--- src/rtl/ag32gbd_frame_sched_pkg.sv ---
// ag32gbd_frame_sched_pkg: shared FSM states, default sizes and buffer-base helper for the frame scheduler and BRAM ctrl.
package ag32gbd_frame_sched_pkg;
  typedef enum logic [1:0] {S_IDLE, S_WAIT_DONE, S_GAP, S_FULL} state_e;
  localparam int BLOCK_BYTES_DEF = 256;
  localparam int OFFSET_W_DEF = 8;
  function automatic logic [OFFSET_W_DEF:0] buf_base(input logic sel);
    return sel ? (OFFSET_W_DEF+1)'(BLOCK_BYTES_DEF) : '0;
  endfunction
endpackage

--- src/rtl/ag32gbd_frame_sched_if.sv ---
// ag32gbd_frame_sched_if: pixel stream, BRAM write and reader handshake bundle; master = scheduler, slave = environment.
interface ag32gbd_frame_sched_if #(parameter int OFFSET_W = 8);
  logic [7:0] PixData;
  logic PixValid;
  logic PixReady;
  logic FrameStart;
  logic RequestWriteBuffer;
  logic [7:0] BufferWriteData;
  logic [OFFSET_W-1:0] BufferWriteOffset;
  logic BufferWriteDataDone;
  logic FlipBuffer;
  logic BlockReady;
  logic BlockConsumed;
  logic [7:0] BlockCount;
  logic SchedError;
  modport master (
    input PixData, PixValid, FrameStart, BufferWriteDataDone, BlockConsumed,
    output PixReady, RequestWriteBuffer, BufferWriteData, BufferWriteOffset, FlipBuffer, BlockReady, BlockCount, SchedError
  );
  modport slave (
    output PixData, PixValid, FrameStart, BufferWriteDataDone, BlockConsumed,
    input PixReady, RequestWriteBuffer, BufferWriteData, BufferWriteOffset, FlipBuffer, BlockReady, BlockCount, SchedError
  );
endinterface

--- src/rtl/ag32gbd_frame_sched_wdt.sv ---
// ag32gbd_sched_wdt: Done-wait watchdog; clk_i/rst_ni, run_i counts (low reloads), expire_o on the LIMIT-th run cycle.
module ag32gbd_sched_wdt #(parameter int LIMIT = 15) (
  input  logic clk_i,
  input  logic rst_ni,
  input  logic run_i,
  output logic expire_o
);
  localparam int W = $clog2(LIMIT + 1);
  logic [W-1:0] cnt_q;
  always_ff @(posedge clk_i or negedge rst_ni) begin
    if (!rst_ni) cnt_q <= '0;
    else cnt_q <= run_i ? cnt_q + W'(1) : '0;
  end
  assign expire_o = run_i && cnt_q == W'(LIMIT - 1);
endmodule

--- src/rtl/ag32gbd_frame_sched.sv ---
// ag32gbd_frame_sched: pixel byte stream to BufferWrite transactions with double-buffer flip; ports sys_clock, resetn (async low), bus (master); watchdog under AG32GBD_SCHED_WDT_EN.
module ag32gbd_frame_sched import ag32gbd_frame_sched_pkg::*; #(
  parameter int BLOCK_BYTES = BLOCK_BYTES_DEF,
  parameter int OFFSET_W = OFFSET_W_DEF
`ifdef AG32GBD_SCHED_WDT_EN
  , parameter int WDT_CYCLES = 15
`endif
) (
  input logic sys_clock,
  input logic resetn,
  ag32gbd_frame_sched_if.master bus
);
  state_e state_q, state_d;
  logic [7:0] data_q, data_d, count_q, count_d;
  logic [OFFSET_W-1:0] off_q, off_d;
  logic [OFFSET_W:0] off_inc;
  logic req_q, req_d, ready_q, ready_d, flip_q, flip_d, blk_q, blk_d, free_q, free_d, pend_q, pend_d;
  logic consume, free_now, expire;
  assign off_inc = {1'b0, off_q} + (OFFSET_W+1)'(1);
  // a consume pulse frees the reader buffer in time for a flip in the same cycle
  assign consume = bus.BlockConsumed && blk_q;
  assign free_now = free_q || consume;
`ifdef AG32GBD_SCHED_WDT_EN
  logic wdt_exp, err_q;
  ag32gbd_sched_wdt #(.LIMIT(WDT_CYCLES)) u_wdt (
    .clk_i(sys_clock), .rst_ni(resetn), .run_i(state_q == S_WAIT_DONE), .expire_o(wdt_exp)
  );
  assign expire = wdt_exp && !bus.BufferWriteDataDone;
  always_ff @(posedge sys_clock or negedge resetn) begin
    if (!resetn) err_q <= 1'b0;
    else err_q <= err_q || expire;
  end
  assign bus.SchedError = err_q;
`else
  assign expire = 1'b0;
  assign bus.SchedError = 1'b0;
`endif
  always_comb begin
    state_d = state_q;
    data_d = data_q;
    off_d = off_q;
    req_d = req_q;
    flip_d = flip_q;
    count_d = count_q;
    pend_d = pend_q;
    blk_d = consume ? 1'b0 : blk_q;
    free_d = free_now;
    case (state_q)
      S_IDLE: begin
        off_d = bus.FrameStart ? '0 : off_q;
        if (bus.PixValid && ready_q) begin
          data_d = bus.PixData;
          req_d = 1'b1;
          state_d = S_WAIT_DONE;
        end
      end
      S_WAIT_DONE: begin
        pend_d = pend_q || bus.FrameStart;
        if (bus.BufferWriteDataDone) begin
          req_d = 1'b0;
          pend_d = 1'b0;
          // a restart requested during the write discards the block even if this byte completed it
          off_d = (pend_q || bus.FrameStart) ? '0 : off_inc[OFFSET_W-1:0];
          state_d = (!pend_q && !bus.FrameStart && off_inc == (OFFSET_W+1)'(BLOCK_BYTES)) ? S_FULL : S_GAP;
        end else if (expire) begin
          req_d = 1'b0;
          pend_d = 1'b0;
          off_d = '0;
          state_d = S_GAP;
        end
      end
      S_GAP: begin
        off_d = bus.FrameStart ? '0 : off_q;
        state_d = S_IDLE;
      end
      S_FULL: begin
        if (free_now) begin
          flip_d = !flip_q;
          off_d = '0;
          blk_d = 1'b1;
          free_d = 1'b0;
          count_d = count_q + 8'd1;
          state_d = S_GAP;
        end
      end
      default: state_d = S_IDLE;
    endcase
    ready_d = state_d == S_IDLE;
  end
  always_ff @(posedge sys_clock or negedge resetn) begin
    if (!resetn) begin
      state_q <= S_IDLE;
      data_q <= '0;
      off_q <= '0;
      req_q <= 1'b0;
      ready_q <= 1'b0;
      flip_q <= 1'b0;
      blk_q <= 1'b0;
      free_q <= 1'b1;
      pend_q <= 1'b0;
      count_q <= '0;
    end else begin
      state_q <= state_d;
      data_q <= data_d;
      off_q <= off_d;
      req_q <= req_d;
      ready_q <= ready_d;
      flip_q <= flip_d;
      blk_q <= blk_d;
      free_q <= free_d;
      pend_q <= pend_d;
      count_q <= count_d;
    end
  end
  assign bus.PixReady = ready_q;
  assign bus.RequestWriteBuffer = req_q;
  assign bus.BufferWriteData = data_q;
  assign bus.BufferWriteOffset = off_q;
  assign bus.FlipBuffer = flip_q;
  assign bus.BlockReady = blk_q;
  assign bus.BlockCount = count_q;
endmodule

--- src/flat_wrapper.sv ---
// flat-port wrapper written by rule: the top's interface ports become plain ports
module ag32gbd_frame_sched_flat import ag32gbd_frame_sched_pkg::*;
#(
  parameter int BLOCK_BYTES = BLOCK_BYTES_DEF,
  parameter int OFFSET_W = OFFSET_W_DEF

)
  (sys_clock, resetn, bus_PixData, bus_PixValid, bus_FrameStart, bus_BufferWriteDataDone, bus_BlockConsumed, bus_PixReady, bus_RequestWriteBuffer, bus_BufferWriteData, bus_BufferWriteOffset, bus_FlipBuffer, bus_BlockReady, bus_BlockCount, bus_SchedError);
  ag32gbd_frame_sched_if #(.OFFSET_W(OFFSET_W)) bus_i ();
  input logic sys_clock;
  input logic resetn;
  input wire logic [$bits(bus_i.PixData)-1:0] bus_PixData;
  input wire logic [$bits(bus_i.PixValid)-1:0] bus_PixValid;
  input wire logic [$bits(bus_i.FrameStart)-1:0] bus_FrameStart;
  input wire logic [$bits(bus_i.BufferWriteDataDone)-1:0] bus_BufferWriteDataDone;
  input wire logic [$bits(bus_i.BlockConsumed)-1:0] bus_BlockConsumed;
  output wire logic [$bits(bus_i.PixReady)-1:0] bus_PixReady;
  output wire logic [$bits(bus_i.RequestWriteBuffer)-1:0] bus_RequestWriteBuffer;
  output wire logic [$bits(bus_i.BufferWriteData)-1:0] bus_BufferWriteData;
  output wire logic [$bits(bus_i.BufferWriteOffset)-1:0] bus_BufferWriteOffset;
  output wire logic [$bits(bus_i.FlipBuffer)-1:0] bus_FlipBuffer;
  output wire logic [$bits(bus_i.BlockReady)-1:0] bus_BlockReady;
  output wire logic [$bits(bus_i.BlockCount)-1:0] bus_BlockCount;
  output wire logic [$bits(bus_i.SchedError)-1:0] bus_SchedError;
  assign bus_i.PixData = bus_PixData;
  assign bus_i.PixValid = bus_PixValid;
  assign bus_i.FrameStart = bus_FrameStart;
  assign bus_i.BufferWriteDataDone = bus_BufferWriteDataDone;
  assign bus_i.BlockConsumed = bus_BlockConsumed;
  assign bus_PixReady = bus_i.PixReady;
  assign bus_RequestWriteBuffer = bus_i.RequestWriteBuffer;
  assign bus_BufferWriteData = bus_i.BufferWriteData;
  assign bus_BufferWriteOffset = bus_i.BufferWriteOffset;
  assign bus_FlipBuffer = bus_i.FlipBuffer;
  assign bus_BlockReady = bus_i.BlockReady;
  assign bus_BlockCount = bus_i.BlockCount;
  assign bus_SchedError = bus_i.SchedError;
  ag32gbd_frame_sched #(.BLOCK_BYTES(BLOCK_BYTES), .OFFSET_W(OFFSET_W)) u_core (.sys_clock(sys_clock), .resetn(resetn), .bus(bus_i));
endmodule
--- config.mk ---
export PLATFORM = sky130hd
export DESIGN_NAME = ag32gbd_frame_sched_flat
export DESIGN_NICKNAME = d
export VERILOG_FILES = /design/src/rtl/ag32gbd_frame_sched_pkg.sv /design/src/rtl/ag32gbd_frame_sched_if.sv /design/src/rtl/ag32gbd_frame_sched_wdt.sv /design/src/rtl/ag32gbd_frame_sched.sv /design/src/flat_wrapper.sv
export SDC_FILE = /design/constraint.sdc
export NUM_CORES = 1
export LEC_CHECK = 0
export BUFFER_PORTS_ARGS = -buffer_cell sky130_fd_sc_hd__clkbuf_2
export CAP_MARGIN = 25
export CORE_ASPECT_RATIO = 0.75
export CORE_MARGIN = 4
export CORE_UTILIZATION = 50
export CTS_CLUSTER_SIZE = 25
export DETAILED_ROUTE_END_ITERATION = 10
export PLACE_DENSITY = 0.77
export REMOVE_ABC_BUFFERS = 1
export SLEW_MARGIN = 25
export SYNTH_ARGS = -nofsm -noshare
export SYNTH_HDL_FRONTEND = slang
export SYNTH_HIERARCHICAL = 1
export SYNTH_SLANG_ARGS = --single-unit
--- constraint.sdc ---
create_clock -name sys_clock -period 1.7 [get_ports sys_clock]
set_input_delay 0.17 -clock sys_clock [delete_from_list [all_inputs] [get_ports sys_clock]]
set_output_delay 0.17 -clock sys_clock [all_outputs]
set_load 0.005 [all_outputs]
==> summary.md <==
| Metric | Value |
|---|---|
| Status | completed |
| Initial Util | 0.5373 |
| Hold Vio Cnt, Final | 0 |
| PwrDens | approximately 1400 mW/mm² |
| FILL cells | roughly 240 |
| Worst hold slack | between 0.1 and 0.15 ns |
| Slew HR | 0.4838 |
| Post-synth EDFFs | 0 |
| Maximum vdd drop | around 900 µV |
| Core box area | approximately 0.0027 mm² |
| Avg Inst Size Synth | between 10 and 15 µm² |
| Die W | 70.00 µm |
| Num rows | 16 |
| Reg-to-reg startpoint | u_core/state_q[0] |
| Register area | about 800 µm² |
| Final ANT Viol Nets | 0 |
| RSZ-0062 raised after global routing | false |
| Leakage | 0.8565 nW |
| Die Area | 0.003815 mm² |
| Hold Path Depth | 2 |
| H-tree depth | 2 |
| GRT overflow | 0 |
| CTS clk-pin slew, worst paths | about 0.07 ns |
| Critical path type | flop to flop |
| Clock Tree Root | clkbuf_8 |
| Startpoint types | flop |
| TNS Setup | 0 ns |
| Initial DRC Count | 100 |
| Later-pin clock latency in the skew report | around 0.27 ns |
| Commonest non-fill, non-tap cell in the layout | clkbuf_2 |
| Initial antenna violation count | 0 |
| Wirelength, routed | 3.171 mm |
| Cts bufs inserted | 5 |
| Reg2reg setup slack | roughly 0.12 ns |
| WP data required | between 1.5 and 2 ns |
| Worst min path class | input pin to flop |
| Clock Path Buffers | 2 |
| Vias in the first global route | roughly 1100 |
| Die Y-Extent | around 55 µm |
| Final Setup Violations | 0 |
| First-pass GRT wire length | 5.285 mm |
| CP max FO | 10 |
| Gates resized, CTS repair | 0 |
| Largest net degree at the start of global routing | 33 |
| Router iterations before antenna repair | 4 |
| Clock Skew | between 0.004 and 0.005 ns |
| Average routed wire per standard cell | between 15 and 20 µm |
| Area of the multi-input gates | about 610 µm² |
| TritonCTS clock tree | done |
| Setup WS pre-CTS | between 0.15 and 0.2 ns |
| NumNets Final | 184 |
| Top_reg_cell synth | dfrtp_1 |
| Max-cap viol count | 0 |
| Slew @ Worst Pin | around 0.77 ns |
| Mapped Area | between 0.001 and 0.0015 mm² |
| Fin worst setup slack | 0.1216 ns |
| Post-CTS Setup Inserts | 0 |
| Synth async-reset ratio | 1.000 |
| Seq/Total Area, Yosys | 0.5564 |
| Fmax | about 630 MHz |
| Most frequent cells in the layout | clkbuf_2 (41), dfrtp_1 (31), nand2_1 (10) |
| Hold buffers post-CTS | 1 |
| Fin crit period | approximately 1.6 ns |
| Hold Path Sink | u_core/bus.BlockReady |
| GRT Resource Usage Total | 0.1840 |
| Hold path startpoint | bus_BlockConsumed |
| CP Capture Type | flop |
| Total number of vias | about 1100 |
| Seq cells post-synth | 32 |
| Layout cells sized above 1 | 0.3988 |
| Port Buffer Count | 41 |
| Distinct cells, synth | 35 |
| RR Endpoint | u_core/bus.BlockCount[1] |
| I/O Pins | between 40 and 50 |
| DR vias/cell | between 5 and 6 |
| Placer Congestion | roughly 0.83 |
| Post-DP HPWL | about 2.4 mm |
| Worst R2R Path Depth | 3 |
| DRC | 0 |
| Final Max Tran Viols | 0 |
| CP Launch Point | u_core/state_q[0] |
| Warnings from Yosys | 6 |
| Tcrit/Tclk final | 0.9285 |
| Crit path DAT | between 1.5 and 2 ns |
| Syn-to-layout area delta | 23.18% |
| Antenna diode count | 0 |
| Clk sink count | 32 |
| Post-Syn Instances | between 100 and 150 |
stage by stage:
step / utilization / power [mW] / cells / area [µm²]
after global routing: 0.6618 / 2.586 / 204 / 1775
final: 0.6618 / 2.417 / 204 / 1775
after CTS: 0.6618 / 2.440 / 204 / 1775
after detailed placement: 0.6236 / 1.844 / 195 / 1673
after global placement: 0.6236 / 1.780 / 195 / 1673
after floorplan: - / 1.511 / 117 / 1415
worst max-delay path, stage by stage, from the launching register on:
cell and delay (ns):
dfrtp_1 0.51, nand2_1 0.16, nor2_1 0.40, mux2_2 0.38
cell usage after synthesis, drive strengths merged (2+ instances only):
cell type  count  area, µm²
nand3          7      35.03
and4           2      17.52
o311ai         2      32.53
xnor2          6      52.55
nand4          5      31.28
nor2           5      18.77
nand2         10      37.54
o21ai          2      10.01
mux2i          2      20.02
nor3           2      15.01
dfrtp         31      775.7
ha             3      37.54
buf            3      26.27
mux2           9      101.4
a21oi          9      45.04
inv            2      7.510
xor2           3      26.28
nor2b          2      12.51
power breakdown:
part | switching (mW) | internal, mW
registers | 0.183 | 0.977
clock network | 0.261 | 0.322
logic | 0.323 | 0.350
total | 0.767 | 1.65
cell families after synthesis:
kind of cell,after synthesis,share of synthesized area
simple gates,41,0.1623
flops,32,0.5564
other cells,1,0.002602
compound gates,18,0.09028
xor+xnor,9,0.05469
fa+ha+maj,3,0.02604
buf+inv,5,0.02344
mux,11,0.08420
sequential cells by signal, summed over array words and instances, names as in the netlist:
register / cells
u_core/bus.RequestWriteBuffer: 1
u_core/bus.PixReady: 1
u_core/bus.BlockCount: 8
u_core/bus.BufferWriteOffset: 8
u_core/free_q: 1
u_core/state_q: 2
u_core/bus.FlipBuffer: 1
u_core/pend_q: 1
u_core/bus.BufferWriteData: 8
u_core/bus.BlockReady: 1
area by class of cell:
cell class,instances,area share
Sequential cell,32,0.4517
Multi-Input combinational cell,83,0.3411
Timing Repair Buffer,43,0.1254
Clock buffer,6,0.04651
Tap cell,36,0.02537
Clock inverter,2,0.005638
Inverter,2,0.004228
per-layer routing:
metal / part of all wire / routed length, µm / vias to the layer above / GRT usage
met4: 0.016 / 50 / 0 / 0.06369
li1: - / - / 522 / -
met3: 0.076 / 241 / 6 / 0.05505
met5: 0 / 0 / - / 0
met1: 0.42 / 1334 / 546 / 0.2246
met2: 0.49 / 1544 / 47 / 0.3197
worst max path at each step:
stage | to | slack (ns)
floorplan | u_core/state_q[0] | 0.33
global placement | u_core/bus.BufferWriteData[1] | 0.26
detailed placement | u_core/bus.BlockCount[1] | 0.18
CTS | u_core/bus.BufferWriteOffset[2] | 0.15
global route | u_core/bus.BlockCount[1] | 0.07
finish | u_core/bus.BlockCount[1] | 0.12
Power figures use the tool's default switching activity.
